$ cat src/rtl/sum_accumulator_if.sv
// TL_UL_8_32_8_32: TileLink-UL link with 8-bit source/sink IDs, 32-bit
// address and 32-bit data.
//
// Handshake: a beat moves on the A channel when a_valid && a_ready are both
// high at a rising clk edge. A beat moves on the D channel when
// d_valid && d_ready are both high at a rising clk edge. A sender that has
// raised valid holds the payload stable until the beat moves, and never
// waits for ready before raising valid.
//
// Modports:
//   requester - drives the A channel and d_ready
//   responder - drives the D channel and a_ready
interface TL_UL_8_32_8_32;
    // A channel: request
    logic        a_valid;
    logic        a_ready;
    logic [2:0]  a_opcode;
    logic [2:0]  a_param;
    logic [1:0]  a_size;
    logic [7:0]  a_source;
    logic [31:0] a_address;
    logic [3:0]  a_mask;
    logic [31:0] a_data;

    // D channel: response
    logic        d_valid;
    logic        d_ready;
    logic [2:0]  d_opcode;
    logic [2:0]  d_param;
    logic [1:0]  d_size;
    logic [7:0]  d_source;
    logic [7:0]  d_sink;
    logic [31:0] d_data;
    logic        d_error;

    modport requester (
        output a_valid, a_opcode, a_param, a_size, a_source, a_address, a_mask, a_data,
        input  a_ready,
        input  d_valid, d_opcode, d_param, d_size, d_source, d_sink, d_data, d_error,
        output d_ready
    );

    modport responder (
        input  a_valid, a_opcode, a_param, a_size, a_source, a_address, a_mask, a_data,
        output a_ready,
        output d_valid, d_opcode, d_param, d_size, d_source, d_sink, d_data, d_error,
        input  d_ready
    );
endinterface

$ cat src/rtl/sum_accumulator.sv
// sum_accumulator: saturating signed accumulator of the adder pipeline's sum,
// with a 16-bit saturating sample counter. Software control and status go
// through a TL-UL register responder.
//
// Ports:
//   clk        - clock, all state changes on its rising edge
//   rst_b      - asynchronous active-low reset
//   sum_valid  - sum carries a new sample this cycle
//   sum        - signed sample, SUM_WIDTH bits
//   regs       - TL-UL responder (register access)
//   dbg_state  - handshake FSM state (0 = IDLE, 1 = RESP)
//
// Register map (word addresses):
//   0x0 CTRL   RW   bit0 enable, bit1 clear (self-clearing, reads 0)
//   0x4 ACC    RO   accumulator, sign-extended to 32 bits
//   0x8 COUNT  RO   sample count in [15:0], saturates at 0xFFFF
//   0xC STATUS W1C  bit0 sat_hi, bit1 sat_lo (sticky)
module sum_accumulator #(
    parameter int SUM_WIDTH = 10,
    parameter int ACC_WIDTH = 24   // valid range 11..32
) (
    input  logic                 clk,
    input  logic                 rst_b,
    input  logic                 sum_valid,
    input  logic [SUM_WIDTH-1:0] sum,
    TL_UL_8_32_8_32.responder    regs,
    output logic                 dbg_state
);

    localparam logic [2:0] OP_PUT_FULL = 3'd0;
    localparam logic [2:0] OP_PUT_PART = 3'd1;
    localparam logic [2:0] OP_GET      = 3'd4;
    localparam logic [2:0] OP_ACK      = 3'd0;
    localparam logic [2:0] OP_ACK_DATA = 3'd1;

    typedef enum logic {S_IDLE = 1'b0, S_RESP = 1'b1} state_t;

    state_t state_q, state_d;

    logic [ACC_WIDTH-1:0] acc_q;
    logic [15:0]          count_q;
    logic [1:0]           status_q;
    logic                 enable_q;

    logic [2:0]  d_opcode_q;
    logic [1:0]  d_size_q;
    logic [7:0]  d_source_q;
    logic [31:0] d_data_q;
    logic        d_error_q;

    // ------------------------------------------------------------------
    // Handshake FSM
    // ------------------------------------------------------------------
    logic accept;

    always_comb begin
        state_d = state_q;
        accept  = 1'b0;
        case (state_q)
            S_IDLE: begin
                if (regs.a_valid) begin
                    accept  = 1'b1;
                    state_d = S_RESP;
                end
            end
            S_RESP: begin
                if (regs.d_ready) begin
                    state_d = S_IDLE;
                end
            end
            default: state_d = S_IDLE;
        endcase
    end

    always_ff @(posedge clk or negedge rst_b) begin
        if (!rst_b) begin
            state_q <= S_IDLE;
        end else begin
            state_q <= state_d;
        end
    end

    // a_ready/d_valid are pure decodes of the state flop, so no a_* input
    // reaches the D channel combinationally.
    assign regs.a_ready = (state_q == S_IDLE);
    assign regs.d_valid = (state_q == S_RESP);
    assign dbg_state    = (state_q == S_RESP);

    // ------------------------------------------------------------------
    // Request decode
    // ------------------------------------------------------------------
    logic        is_get;
    logic        is_put;
    logic        req_err;
    logic [1:0]  reg_idx;
    logic        ctrl_wr;
    logic        clear_req;
    logic [1:0]  status_w1c;
    logic [31:0] rd_data;
    logic [31:0] acc_ext;

    assign is_get  = (regs.a_opcode == OP_GET);
    assign is_put  = (regs.a_opcode == OP_PUT_FULL) || (regs.a_opcode == OP_PUT_PART);
    assign req_err = (regs.a_address[1:0] != 2'b00) ||
                     (regs.a_address >= 32'h10) ||
                     !(is_get || is_put);
    assign reg_idx = regs.a_address[3:2];

    // Only byte 0 of CTRL and STATUS holds anything; a cleared mask[0]
    // makes the write a no-op.
    assign ctrl_wr    = accept && is_put && !req_err && (reg_idx == 2'd0) && regs.a_mask[0];
    assign clear_req  = ctrl_wr && regs.a_data[1];
    assign status_w1c = (accept && is_put && !req_err && (reg_idx == 2'd3) && regs.a_mask[0])
                        ? regs.a_data[1:0] : 2'b00;

    // ACC_WIDTH <= 32 guarantees at least one copy of the sign bit here.
    assign acc_ext = {{(33 - ACC_WIDTH){acc_q[ACC_WIDTH-1]}}, acc_q[ACC_WIDTH-2:0]};

    always_comb begin
        rd_data = 32'd0;
        case (reg_idx)
            2'd0: rd_data = {31'd0, enable_q};
            2'd1: rd_data = acc_ext;
            2'd2: rd_data = {16'd0, count_q};
            2'd3: rd_data = {30'd0, status_q};
            default: rd_data = 32'd0;
        endcase
    end

    // ------------------------------------------------------------------
    // Response registers: captured at the acceptance edge, held in RESP
    // ------------------------------------------------------------------
    always_ff @(posedge clk or negedge rst_b) begin
        if (!rst_b) begin
            d_opcode_q <= 3'd0;
            d_size_q   <= 2'd0;
            d_source_q <= 8'd0;
            d_data_q   <= 32'd0;
            d_error_q  <= 1'b0;
        end else if (accept) begin
            d_opcode_q <= is_get ? OP_ACK_DATA : OP_ACK;
            d_size_q   <= regs.a_size;
            d_source_q <= regs.a_source;
            d_data_q   <= (is_get && !req_err) ? rd_data : 32'd0;
            d_error_q  <= req_err;
        end
    end

    assign regs.d_opcode = d_opcode_q;
    assign regs.d_param  = 3'd0;
    assign regs.d_size   = d_size_q;
    assign regs.d_source = d_source_q;
    assign regs.d_sink   = 8'd0;
    assign regs.d_data   = d_data_q;
    assign regs.d_error  = d_error_q;

    // ------------------------------------------------------------------
    // Saturating accumulator
    // ------------------------------------------------------------------
    // One guard bit above ACC_WIDTH: the two top bits disagree exactly when
    // the true sum is outside the representable range.
    logic [ACC_WIDTH:0]   sum_wide;
    logic [ACC_WIDTH:0]   acc_wide;
    logic [ACC_WIDTH-1:0] acc_next;
    logic [1:0]           sat_set;
    logic                 take;

    localparam logic [ACC_WIDTH-1:0] ACC_MAX = {1'b0, {(ACC_WIDTH-1){1'b1}}};
    localparam logic [ACC_WIDTH-1:0] ACC_MIN = {1'b1, {(ACC_WIDTH-1){1'b0}}};

    assign take     = sum_valid && enable_q;
    assign sum_wide = {{(ACC_WIDTH + 1 - SUM_WIDTH){sum[SUM_WIDTH-1]}}, sum};
    assign acc_wide = {acc_q[ACC_WIDTH-1], acc_q} + sum_wide;

    always_comb begin
        acc_next = acc_wide[ACC_WIDTH-1:0];
        sat_set  = 2'b00;
        if (acc_wide[ACC_WIDTH] != acc_wide[ACC_WIDTH-1]) begin
            if (acc_wide[ACC_WIDTH]) begin
                acc_next = ACC_MIN;
                sat_set  = 2'b10;
            end else begin
                acc_next = ACC_MAX;
                sat_set  = 2'b01;
            end
        end
    end

    // Clear beats a same-cycle sample; a new saturation beats a same-cycle
    // W1C of the same bit. enable is sampled from its flop, so a CTRL write
    // governs samples from the following cycle on.
    always_ff @(posedge clk or negedge rst_b) begin
        if (!rst_b) begin
            acc_q    <= '0;
            count_q  <= 16'd0;
            status_q <= 2'b00;
            enable_q <= 1'b0;
        end else begin
            if (ctrl_wr) begin
                enable_q <= regs.a_data[0];
            end
            if (clear_req) begin
                acc_q    <= '0;
                count_q  <= 16'd0;
                status_q <= 2'b00;
            end else if (take) begin
                acc_q    <= acc_next;
                count_q  <= (count_q == 16'hFFFF) ? count_q : count_q + 16'd1;
                status_q <= (status_q & ~status_w1c) | sat_set;
            end else begin
                status_q <= status_q & ~status_w1c;
            end
        end
    end

    logic unused_ok;
    assign unused_ok = ^{regs.a_param, regs.a_data[31:2], regs.a_mask[3:1]};

endmodule

$ cat src/flat_wrapper.sv
// flat-port wrapper written by rule: the top's interface ports become plain ports
module sum_accumulator_flat 
#(
    parameter int SUM_WIDTH = 10,
    parameter int ACC_WIDTH = 24                        
)
  (clk, rst_b, sum_valid, sum, dbg_state, regs_a_valid, regs_a_opcode, regs_a_param, regs_a_size, regs_a_source, regs_a_address, regs_a_mask, regs_a_data, regs_a_ready, regs_d_valid, regs_d_opcode, regs_d_param, regs_d_size, regs_d_source, regs_d_sink, regs_d_data, regs_d_error, regs_d_ready);
  TL_UL_8_32_8_32 regs_i ();
  input  logic clk;
  input  logic rst_b;
  input  logic sum_valid;
  input  logic [SUM_WIDTH-1:0] sum;
  output logic dbg_state;
  input wire logic [$bits(regs_i.a_valid)-1:0] regs_a_valid;
  input wire logic [$bits(regs_i.a_opcode)-1:0] regs_a_opcode;
  input wire logic [$bits(regs_i.a_param)-1:0] regs_a_param;
  input wire logic [$bits(regs_i.a_size)-1:0] regs_a_size;
  input wire logic [$bits(regs_i.a_source)-1:0] regs_a_source;
  input wire logic [$bits(regs_i.a_address)-1:0] regs_a_address;
  input wire logic [$bits(regs_i.a_mask)-1:0] regs_a_mask;
  input wire logic [$bits(regs_i.a_data)-1:0] regs_a_data;
  output wire logic [$bits(regs_i.a_ready)-1:0] regs_a_ready;
  output wire logic [$bits(regs_i.d_valid)-1:0] regs_d_valid;
  output wire logic [$bits(regs_i.d_opcode)-1:0] regs_d_opcode;
  output wire logic [$bits(regs_i.d_param)-1:0] regs_d_param;
  output wire logic [$bits(regs_i.d_size)-1:0] regs_d_size;
  output wire logic [$bits(regs_i.d_source)-1:0] regs_d_source;
  output wire logic [$bits(regs_i.d_sink)-1:0] regs_d_sink;
  output wire logic [$bits(regs_i.d_data)-1:0] regs_d_data;
  output wire logic [$bits(regs_i.d_error)-1:0] regs_d_error;
  input wire logic [$bits(regs_i.d_ready)-1:0] regs_d_ready;
  assign regs_i.a_valid = regs_a_valid;
  assign regs_i.a_opcode = regs_a_opcode;
  assign regs_i.a_param = regs_a_param;
  assign regs_i.a_size = regs_a_size;
  assign regs_i.a_source = regs_a_source;
  assign regs_i.a_address = regs_a_address;
  assign regs_i.a_mask = regs_a_mask;
  assign regs_i.a_data = regs_a_data;
  assign regs_a_ready = regs_i.a_ready;
  assign regs_d_valid = regs_i.d_valid;
  assign regs_d_opcode = regs_i.d_opcode;
  assign regs_d_param = regs_i.d_param;
  assign regs_d_size = regs_i.d_size;
  assign regs_d_source = regs_i.d_source;
  assign regs_d_sink = regs_i.d_sink;
  assign regs_d_data = regs_i.d_data;
  assign regs_d_error = regs_i.d_error;
  assign regs_i.d_ready = regs_d_ready;
  sum_accumulator #(.SUM_WIDTH(SUM_WIDTH), .ACC_WIDTH(ACC_WIDTH)) u_core (.clk(clk), .rst_b(rst_b), .sum_valid(sum_valid), .sum(sum), .regs(regs_i), .dbg_state(dbg_state));
endmodule
$ cat config.mk
export PLATFORM = sky130hd
export DESIGN_NAME = sum_accumulator_flat
export DESIGN_NICKNAME = d
export VERILOG_FILES = /design/src/rtl/sum_accumulator_if.sv /design/src/rtl/sum_accumulator.sv /design/src/flat_wrapper.sv
export SDC_FILE = /design/constraint.sdc
export NUM_CORES = 1
export LEC_CHECK = 0
export BUFFER_PORTS_ARGS = -buffer_cell sky130_fd_sc_hd__buf_2
export CAP_MARGIN = 15
export CORE_UTILIZATION = 55
export DETAILED_ROUTE_END_ITERATION = 12
export PLACE_DENSITY_LB_ADDON = 0.08
export REMOVE_ABC_BUFFERS = 1
export SLEW_MARGIN = 25
export SYNTH_ARGS = -nofsm -noshare
export SYNTH_HDL_FRONTEND = slang
export SYNTH_SLANG_ARGS = --single-unit
$ cat constraint.sdc
create_clock -name clk -period 9.2 [get_ports clk]
set_input_delay 0.92 -clock clk [delete_from_list [all_inputs] [get_ports clk]]
set_output_delay 0.92 -clock clk [all_outputs]
set_load 0.005 [all_outputs]
Yosys cells after proc, flatten, opt, wreduce, memory -nomap -nowiden
Cells that the tools add are included.
{ "classes": {"n_addsub": 2, "n_mul": 0, "div": 0, "n_lt_le_gt_ge": 1, "n_eq_ne": 8, "shift": 0, "mux": 19, "n_bitwise": 4, "n_reduce_logical": 20} }
{ "ops": {"columns": ["cell", "n"], "rows": [
  ["$pmux W32 S4", 1],
  ["$mux W24", 4],
  ["$mux W16", 3],
  ["$ge A32 B5 Y1 const B", 1],
  ["$mux W32", 1],
  ["$add A24 B10 Y25", 1],
  ["$add A16 B1 Y16 const B", 1],
  ["$eq A16 B16 Y1 const B", 1],
  ["$mux W2", 5],
  ["$logic_and A1 B1 Y1", 9],
  ["$eq A2 B2 Y1 const B", 2],
  ["$logic_or A1 B1 Y1", 4],
  ["$mux W1", 4],
  ["$reduce_bool A2 Y1", 2],
  ["$eq A3 B1 Y1 const B", 1],
  ["$eq A3 B3 Y1 const B", 1],
  ["$logic_not A3 Y1", 1],
  ["$and A2 B2 Y2", 1],
  ["$eq A2 B1 Y1 const B", 1],
  ["$logic_not A1 Y1", 2],
  ["$logic_not A2 Y1", 1],
  ["$ne A2 B1 Y1 const B", 1],
  ["$not A2 Y2", 1],
  ["$or A2 B2 Y2", 1],
  ["4 further kinds", 4]
]} }
{ "word_totals": {"ff_bits": 90, "latch_bits": 0, "ramBits": 0, "romBits": 0, "inputBits": 99, "output_inout_bits": 60, "n_memories": 0} }

Logic depth before layout (Yosys ltp)
Gate-level depths: netlist of the first run.
{ "depth": {"word_depth": 15, "ltp_mapped": 15, "depth_no_buf": 15} }

Worst setup path before layout of the first run
OpenSTA, ideal clock, no wires.
{ "synth_timing": {"path_type": "input to register", "start": "input port sum[0]", "end": "register u_core.acc_q[22]", "setup_ps": 131, "arrival_ps": 3863, "setup_slack_ps": 5206, "cell_stages": 14, "cell_sequence": "ha_1 -> inv_1 -> fa_1 -> nand2b_1 -> a21o_1 -> a211oi_2 -> o211ai_1 -> a21oi_1 -> o21a_1 -> ha_1 -> clkbuf_1 -> nor2_1 -> o21a_2 -> or3_1"} }
{ "synth_via": {"elab_chain_len": 5} }
{ "synth_rtl": {"columns": ["item", "line_no", "text"], "rows": [
  ["start, declared", "flat_wrapper.sv:12", "input logic [SUM_WIDTH-1:0] sum;"],
  ["$add A24 B10 Y25 *", "sum_accumulator.sv:173", "assign acc_wide = {acc_q[ACC_WIDTH-1], acc_q} + sum_wide;"],
  ["$mux W24 or $ne A1 B1 Y1 (tied branches)", "sum_accumulator.sv:179, sum_accumulator.sv:178", null],
  ["$mux W24 *", "sum_accumulator.sv:178", "if (acc_wide[ACC_WIDTH] != acc_wide[ACC_WIDTH-1]) begin"],
  ["$mux W24 *", "sum_accumulator.sv:206", "end else if (take) begin"],
  ["$mux W24 *", "sum_accumulator.sv:202", "if (clear_req) begin"],
  ["end signal, assigned", "sum_accumulator.sv:207", "acc_q <= acc_next;"],
  ["end, declared", "sum_accumulator.sv:40", "logic [ACC_WIDTH-1:0] acc_q;"]
]} }
Mark *: on every way between the ends. The rest lies on a longest branch, timed or not. The select of a mux whose other input is x is not followed.
A chain may end at the register's enable or synchronous reset.

Final worst setup path of the first run
Ends and elaborated chain as after synthesis.

==> results of run 1 <==
## placed cells by master, fill, tap and decap left out, drive strengths merged, types with 3 or more instances in the layout
cell / netlist / routed
xnor2: 15 / 15
xor2: 16 / 16
dfrtp: 80 / 80
a22o: 9 / 9
nor2b: 5 / 5
and2: 8 / 8
a221o: 7 / 7
a21oi: 27 / 27
clkinvlp: 0 / 3
mux2: 12 / 12
nand2: 57 / 57
ha: 27 / 27
and4: 3 / 3
a211oi: 13 / 13
o21ai: 43 / 43
nand4: 6 / 6
nor3: 5 / 5
a21o: 10 / 10
conb: 1 / 13
a31oi: 3 / 3
o21a: 6 / 6
buf: 26 / 111
inv: 8 / 8
nor4: 7 / 7
nand3: 12 / 12
nor2: 26 / 26
a22oi: 16 / 16
o211ai: 5 / 5
or3: 4 / 4
nand2b: 6 / 6
clkbuf: 14 / 10
and3: 8 / 8
## worst max-delay path by stage
stage	start	to	slack (ns)
2_1_floorplan	sum[0]	u_core.acc_q[22]	5.15
3_3_place_gp	sum[0]	u_core.acc_q[22]	4.35
3_5_place_dp	sum[0]	u_core.acc_q[22]	4.32
4_1_cts	sum[0]	u_core.acc_q[22]	4.65
5_1_grt	sum[0]	u_core.acc_q[22]	4.27
6_report	sum[0]	u_core.acc_q[22]	4.66
## state kept, by name, summed over array words and instances, names as in the netlist
register	cells
u_core.acc_q	24
u_core.count_q	16
u_core.dbg_state	1
u_core.enable_q	1
u_core.regs.d_data	24
u_core.regs.d_error	1
u_core.regs.d_opcode	1
u_core.regs.d_size	2
u_core.regs.d_source	8
u_core.status_q	2
## layout make-up
| cell class | count | area (um2) | area share |
|---|---|---|---|
| timing repair buffer | 111 | 566.8 | 0.1013 |
| sequential | 80 | 2002 | 0.3578 |
| clock buffer | 10 | 137.6 | 0.02460 |
| clock inverter | 5 | 57.56 | 0.01029 |
| tap | 108 | 135.1 | 0.02415 |
| multi-input combinational | 394 | 2666 | 0.4765 |
| inverter | 8 | 30.03 | 0.005367 |
## routing by layer
| metal | GRT usage | up-vias |
|---|---|---|
| met3 | 0.06951 | 24 |
| met2 | 0.4486 | 174 |
| met5 | 0 | - |
| li1 | - | 2027 |
| met4 | 0.08955 | 0 |
| met1 | 0.3296 | 1955 |
## cell families (layout without fill, tap and decap cells)
logic type      count (synthesis)  after routing
fa+ha+maj                      28             28
buf+inv                        48            134
other cells                     1             13
flops                          80             80
simple gates                  157            157
xor+xnor                       31             31
mux                            14             14
compound gates                151            151
## worst max-delay path: cells and delay by family
family | cells | cell delay (ns)
AND/OR/NAND/NOR | 4 | 0.55
AO/OA/AOI/OAI | 6 | 1.85
adder cells (fa/ha/maj) | 3 | 1.20
multiplexers | 1 | 0.15
buffers and inverters | 2 | 0.17
## report_power, final
group / leakage, uW / switching (uW) / internal (uW)
Clock: 0.0000904 / 130 / 131
Combinational: 0.00161 / 50.5 / 42.1
Sequential: 0.00109 / 5.17 / 363
## per-stage QoR
| step | total power [uW] | cells | area [um2] | utilization | hold WS [ns] |
|---|---|---|---|---|---|
| 6_report | 721.3 | 716 | 5595 | 0.6448 | 0.4745 |
| 5_1_grt | 759.2 | 716 | 5595 | 0.6448 | 0.4919 |
| 4_1_cts | 729.8 | 716 | 5589 | 0.6440 | 0.4805 |
| 3_5_place_dp | 468.5 | 701 | 5394 | 0.6215 | 0.4615 |
| 3_3_place_gp | 466.0 | 701 | 5394 | 0.6215 | 0.4613 |
| 2_1_floorplan | 421.9 | 482 | 4696 | - | 0.4707 |
==> flow_results.org, run 1 <==
** Status
- The flow ran to the end, and the final reports show no timing, DRC or antenna violations.

** Setup path
- List of cells traversed by the critical path :: buf_2, ha_1, inv_1, fa_1, nand2b_1, a21o_1, a211oi_2, o211ai_1, a21oi_1, o21a_1, ha_1, nand2_1, a31oi_1, nand3_1, mux2i_1, or3_1
- The worst register-to-register path ends at u_core.acc_q[22].
- The critical path in this run is classified as input pin to flip-flop.
- R2R depth :: 15
- The worst register-to-register path begins at u_core.acc_q[0].
- Highest-delay cell along the critical path :: sky130_fd_sc_hd__a31oi_1
- Largest stage delay on the critical path :: 0.67 ns
- Endpoint type of the worst setup path :: flip-flop
- At the worst endpoint, the required time is between 9 and 10 ns.
- Critical Path Source Type :: input pin
- Most common cell type on the critical path :: sky130_fd_sc_hd__ha_1
- Largest driver fanout on the critical path :: 22
- WP data arrival :: roughly 4.9 ns
- R2r setup slk :: 4.90 ns

** Timing
- Final-report hold violation count :: 0
- In the finished design, the share of the clock period the worst path needs comes to 0.4936.
- The worst path needs ~4.5 ns of the cycle, external delays included.
- Slew Limit Fails :: 0
- Headroom to the max-slew limit :: 0.4231
- Worst-margin pin slew :: about 0.86 ns
- Unrepaired setup endpoints after global routing :: no
- Top achievable clock speed :: about 220 MHz
- Setup violations remaining at the end of the flow were counted as 0.
- Setup Total Neg Slack :: 0 ns
- The clock arrives with a little under 0.006 ns of skew.
- Across all setup checks in the final design, the least slack found is around 4.7 ns.

** Routing
- DR vias :: 4,180
- Number of nets with antenna violations after routing :: 0
- In the routed design, unresolved DRC markers number 0.
- First-iteration detailed-routing DRC count :: about 240
- The first detailed-routing pass took 5 iterations.
- Using the TritonRoute via totals, the vias-per-cell ratio works out to between 5 and 6.
- Length of routed met3 wiring :: approximately 740 um
- The routed design has 11.64 mm of wire.
- In the detailed route, the total length drawn on met2 is ~5.6 mm.
- The highest layer touched by signal routing is met4.
- In the final routing, the length of wire on met1 measures 5.032 mm.
- Routed wire per std cell :: ~16 um

** Die
- Die area :: 9269 um2
- Vertical extent of the die :: ~96 um
- In this run the horizontal extent of the chip is 96.28 um.
- For this configuration, the core starts out at a cell density of 0.5633.
- Row Count :: 34
- In this run the standard cell core region covers roughly 8700 um2.
- # IOs :: ~160

** Yosys
- Register bit count reported by yosys :: 80
- Largest area contributor in the synthesized netlist :: sky130_fd_sc_hd__dfrtp_1
- Largest family of logic cells by synthesized area :: compound AO/OA/AOI/OAI gates
- Top-count cell post-synth :: sky130_fd_sc_hd__dfrtp_1
- Async SR Flop Fraction :: 1.000
- Compound-Gate Fraction of Synth Area :: 0.2060
- Gate Count Post-Synth :: 510
- Mux share of post-synthesis cell area :: 0.03430
- Among all flip-flop cells after synthesis, the most frequent one is sky130_fd_sc_hd__dfrtp_1.
- By area the synthesized netlist is led by sky130_fd_sc_hd__dfrtp_1 (41%), sky130_fd_sc_hd__ha_1 (6.9%), sky130_fd_sc_hd__o21ai_0 (4.4%), sky130_fd_sc_hd__nand2_1 (4.4%), sky130_fd_sc_hd__buf_4 (3.4%).
- The Yosys step of the flow raised 0 warnings.
- Share of Yosys cell area claimed by the top area cell type :: 0.4095
- Ranked by instance count, the synthesized netlist is headed by sky130_fd_sc_hd__dfrtp_1 (80), sky130_fd_sc_hd__nand2_1 (57), sky130_fd_sc_hd__o21ai_0 (43), sky130_fd_sc_hd__a21oi_1 (27), sky130_fd_sc_hd__ha_1 (27).
- The netlist uses 57 different library cells.
- Of the total synthesized cell area, the portion taken by full adders, half adders and majority gates is 0.07320.
- Synthesized-area fraction occupied by and/or/nand/nor cells :: 0.1659
- Cell area after technology mapping :: between 4000 and 5000 um2
- A synthesized cell averages ~9.6 um2.
- Counting flops with a built-in enable in the synthesized netlist gives 0.
- Xor/xnor share of the synthesized area :: 0.05554
- Sequential area share after synthesis :: 0.4095

** Placement
- Count of input and output buffers :: about 110
- Gp weighted congestion :: between 0.8 and 0.9
- Final HPWL from detailed placement :: around 8.5 mm
- Worst setup timing slack at the placement stage :: approximately 4.3 ns

** Power
- Power per cell area :: ~130 nW/um2
- Summed over all cells, the static leakage comes to between 0.002 and 0.003 uW.
- VDD sags by at most roughly 0.00007 V.

** Clocking
- Clock buffer count from CTS :: 9
- Number of H-tree levels :: 3
- No sink is reached through more buffers than the 2 on the longest clock path.
- Buffers added to address setup during post-CTS repair amount to 0.
- Clock Tree Root :: sky130_fd_sc_hd__clkbuf_8
- TritonCTS built the clock tree.
- The number of gates resized after CTS was 0.
- The clock net in this run drives a total of 80 sinks.
- Clk slew on worst S/H paths :: ~0.080 ns
- Skew-Pair Late Insertion Delay :: between 0.3 and 0.4 ns
- Hold repair after CTS inserted 0 buffers.

** Worst hold path
- The worst hold path begins at u_core.regs.d_error.
- The min-delay analysis places its worst path in the category flip-flop to flip-flop.
- Destination of the worst hold path :: u_core.regs.d_error
- Counting instances, the worst hold path has a depth of 1.

** Global routing
- Vias in the first global route :: around 3.8k
- For this run the aggregate overflow at the end of global routing stands at 0.
- The number of antenna violations at the first check in global routing was 0.
- First-pass GRT wire length :: ~18 mm
- Overall track demand over capacity in global routing :: 0.2659
- Entering global routing, the biggest net connects 81 pins.

** Cells and area
- After filler insertion, the fill cell instance count of the layout stands at 773.
- Antenna Diode Count :: 0
- Compared with the post-synthesis result, the final layout area differs by 14.46%.
- In the final layout, the share of cells above drive strength 1 is 0.2484.
- After the last flow step, the layout net total stands at around 730.

** Job
- Max-cap violations :: 0
Power figures use the tool's default switching activity.
==> inputs of run 2 (changes only) <==
Settings changed: CORE_UTILIZATION 55 to 47.
Clock period 9.2 ns to 3.86 ns, I/O delays scaled along.
==> flow_results.org, run 2 (synthesis results as in run 1) <==
** Routing
- The final layout contains routed wiring with a total length of 12.04 mm.
- For this block, the initial DRC count from the detailed router was about 210.
- Number of nets with antenna violations after routing :: 0
- Number of detailed-routing iterations run before antenna repair :: 6
- Number of remaining DRC errors :: 0
- Dividing the detail-routed wire length by the instance count gives approximately 16 um.
- Dividing the detail-routed via count by the number of cells gives ~5.5.
- DR vias :: a little over 4k

** Setup path
- Endpoint type of the worst setup path :: flip-flop
- Walking the worst path, the cells encountered are ha_1, inv_1, fa_1, nand2b_1, a21o_1, a211oi_2, o211ai_1, a21oi_2, o21a_1, ha_1, buf_4, a211oi_2, o21a_2, or3_1.
- Largest driver fanout on the critical path :: 8
- Critical Path Source Type :: flip-flop
- Data arrives at the worst endpoint at between 3 and 4 ns.
- The setup path with the least slack is of type flip-flop to flip-flop.
- Data required, critical path :: roughly 4.1 ns
- Largest stage delay on the critical path :: approximately 0.40 ns
- Highest-delay cell along the critical path :: sky130_fd_sc_hd__dfrtp_1

** Timing
- Slew Limit Fails :: 0
- Of the available clock period, the critical path in the final layout requires 0.9363.
- Derived from the worst setup path, the maximum achievable clock frequency is ~280 MHz.
- Min setup slack post-route :: 0.2458 ns
- Endpoints failing setup :: 0
- Summed over all failing endpoints, the final setup total negative slack is 0 ns.
- At the pin with the least slew margin, the transition time is ~0.74 ns.
- Headroom to the max-slew limit :: 0.5071
- Across all hold checks on the routed design, the worst slack comes to 0.03546 ns.
- For the final database, setup skew stands at between 0.01 and 0.015 ns.
- Unrepaired setup endpoints after global routing :: no
- The number of endpoints with negative hold slack in the final report is 0.
- Minimum period implied by the final worst setup slack :: 3.614 ns

** Global routing
- Summed over all layers, the global routing overflow is 0.
- Initial antenna violation count :: 0
- The number of global-route vias before repair was around 4k.
- The first global-routing pass estimated between 15 and 20 mm of wire.
- Overall track demand over capacity in global routing :: 0.2254
- Largest net degree at the start of global routing :: 81

** Die
- In this run the core area contains 36 standard-cell rows.
- The die covers around 11,000 um2.
- The die is between 100 and 150 um tall.
- Area of the core :: between 9000 and 10,000 um2
- # IOs :: 159
- Width of the die :: 104.0 um
- Starting density of the core :: 0.4933

** Clocking
- Skew-Pair Late Insertion Delay :: 0.36 ns
- Clock Path Buffers :: 2
- CTS sink count :: 80
- Clock buffer count from CTS :: 9
- In this run the post-CTS setup repair buffer count came out at 0.
- Clk slew on worst S/H paths :: 0.09 ns
- TritonCTS built the clock tree.
- PostCTS Resize Cnt :: 0
- CTS built an H-tree with a depth of 3.
- Clock Tree Root :: sky130_fd_sc_hd__clkbuf_8
- The number of hold buffers added after CTS was 0.

** Cells and area
- Area occupied by multi-input gates :: approximately 2700 um2
- Leading cell type in the layout, fill and taps excluded :: sky130_fd_sc_hd__buf_2
- Sequential cell area in the final layout :: about 2000 um2
- Layout-stage area growth over the synthesis result :: 16.28%
- Counting the fill cells in the layout gives 883.
- Fraction of layout cells with a size suffix above 1 :: 0.2642
- Top library cells by usage in the layout, fill and taps aside :: sky130_fd_sc_hd__buf_2 (108), sky130_fd_sc_hd__dfrtp_1 (80), sky130_fd_sc_hd__nand2_1 (57)
- Final Util :: 0.5736
- Antenna Diode Count :: 0
- For this run, the number of standard cells in the final layout without fillers is 750.
- Final #Nets :: between 700 and 800

** Power
- In this run the static leakage power is approximately 0.0028 uW.
- Worst ir drop on vdd :: about 0.00019 V
- Dividing total power by cell area gives a power density of a little under 300 nW/um2.

** Placement
- In this run the tool buffered the top-level ports with between 100 and 150 buffer cells.
- The number of placed instances, taps included, is between 700 and 800.
- The congestion estimate from routability-driven global placement came to 0.8646.
- Final HPWL from detailed placement :: around 9.0 mm
- At the placement stage, the worst setup path has a slack of 0.1370 ns.

** Status
- The run finished with clean final reports.

** Worst hold path
- The worst hold path belongs to the class input pin to asynchronous set/reset pin.

** Job
- Max-cap violations :: 0
## run 2: area by class of cell
| cell class | instances | area share |
|---|---|---|
| Multi-Input combinational cell | 394 | 0.4717 |
| Sequential cell | 80 | 0.3522 |
| Timing Repair Buffer | 119 | 0.1103 |
| Tap cell | 133 | 0.02928 |
| Clock buffer | 9 | 0.02179 |
| Clock inverter | 7 | 0.009465 |
| Inverter | 8 | 0.005283 |
## run 2: per-stage QoR
step / power, uW / instance area, um2
final: 1676 / 5684
after global routing: 1763 / 5684
after floorplan: 1006 / 4696
after detailed placement: 1124 / 5485
after CTS: 1699 / 5663
after global placement: 1118 / 5485
## run 2: layer usage
metal  vias to the layer above  share of wire  global-route usage
li1                       2038              -                   -
met1                      1918           0.45              0.2898
met2                       155           0.47              0.3714
met3                        21          0.050             0.04699
met4                         0          0.030             0.08878
met5                         -              0                   0
## run 2: worst paths after layout
kind / start / to / slack [ns] / cells after the start
min in group clk: regs_d_ready / u_core.dbg_state / 0.22 / 2
worst max register to register: u_core.acc_q[0] / u_core.acc_q[22] / 0.25 / 14
worst min register to register: u_core.regs.d_error / u_core.regs.d_error / 0.48 / 1
worst max-delay path: u_core.acc_q[0] / u_core.acc_q[22] / 0.25 / 14
worst min-delay path: rst_b / u_core.regs.d_data[16] / 0.04 / 1
max in group asynchronous: rst_b / u_core.acc_q[11] / 3.29 / 1
## run 2: worst max-delay path: cells and delay by family, from the launching register on
| kind | cells | cell delay [ns] |
|---|---|---|
| simple gates | 2 | 0.57 |
| flops | 1 | 0.40 |
| fa+ha+maj | 3 | 0.79 |
| compound gates | 7 | 1.48 |
| buf+inv | 2 | 0.25 |
## run 2: power breakdown
group	leakage [uW]	internal [uW]	switching (uW)
sequential	0.00109	865	12.7
combinational	0.00165	105	124
clock	0.0000827	239	330
total	0.00282	1210	467
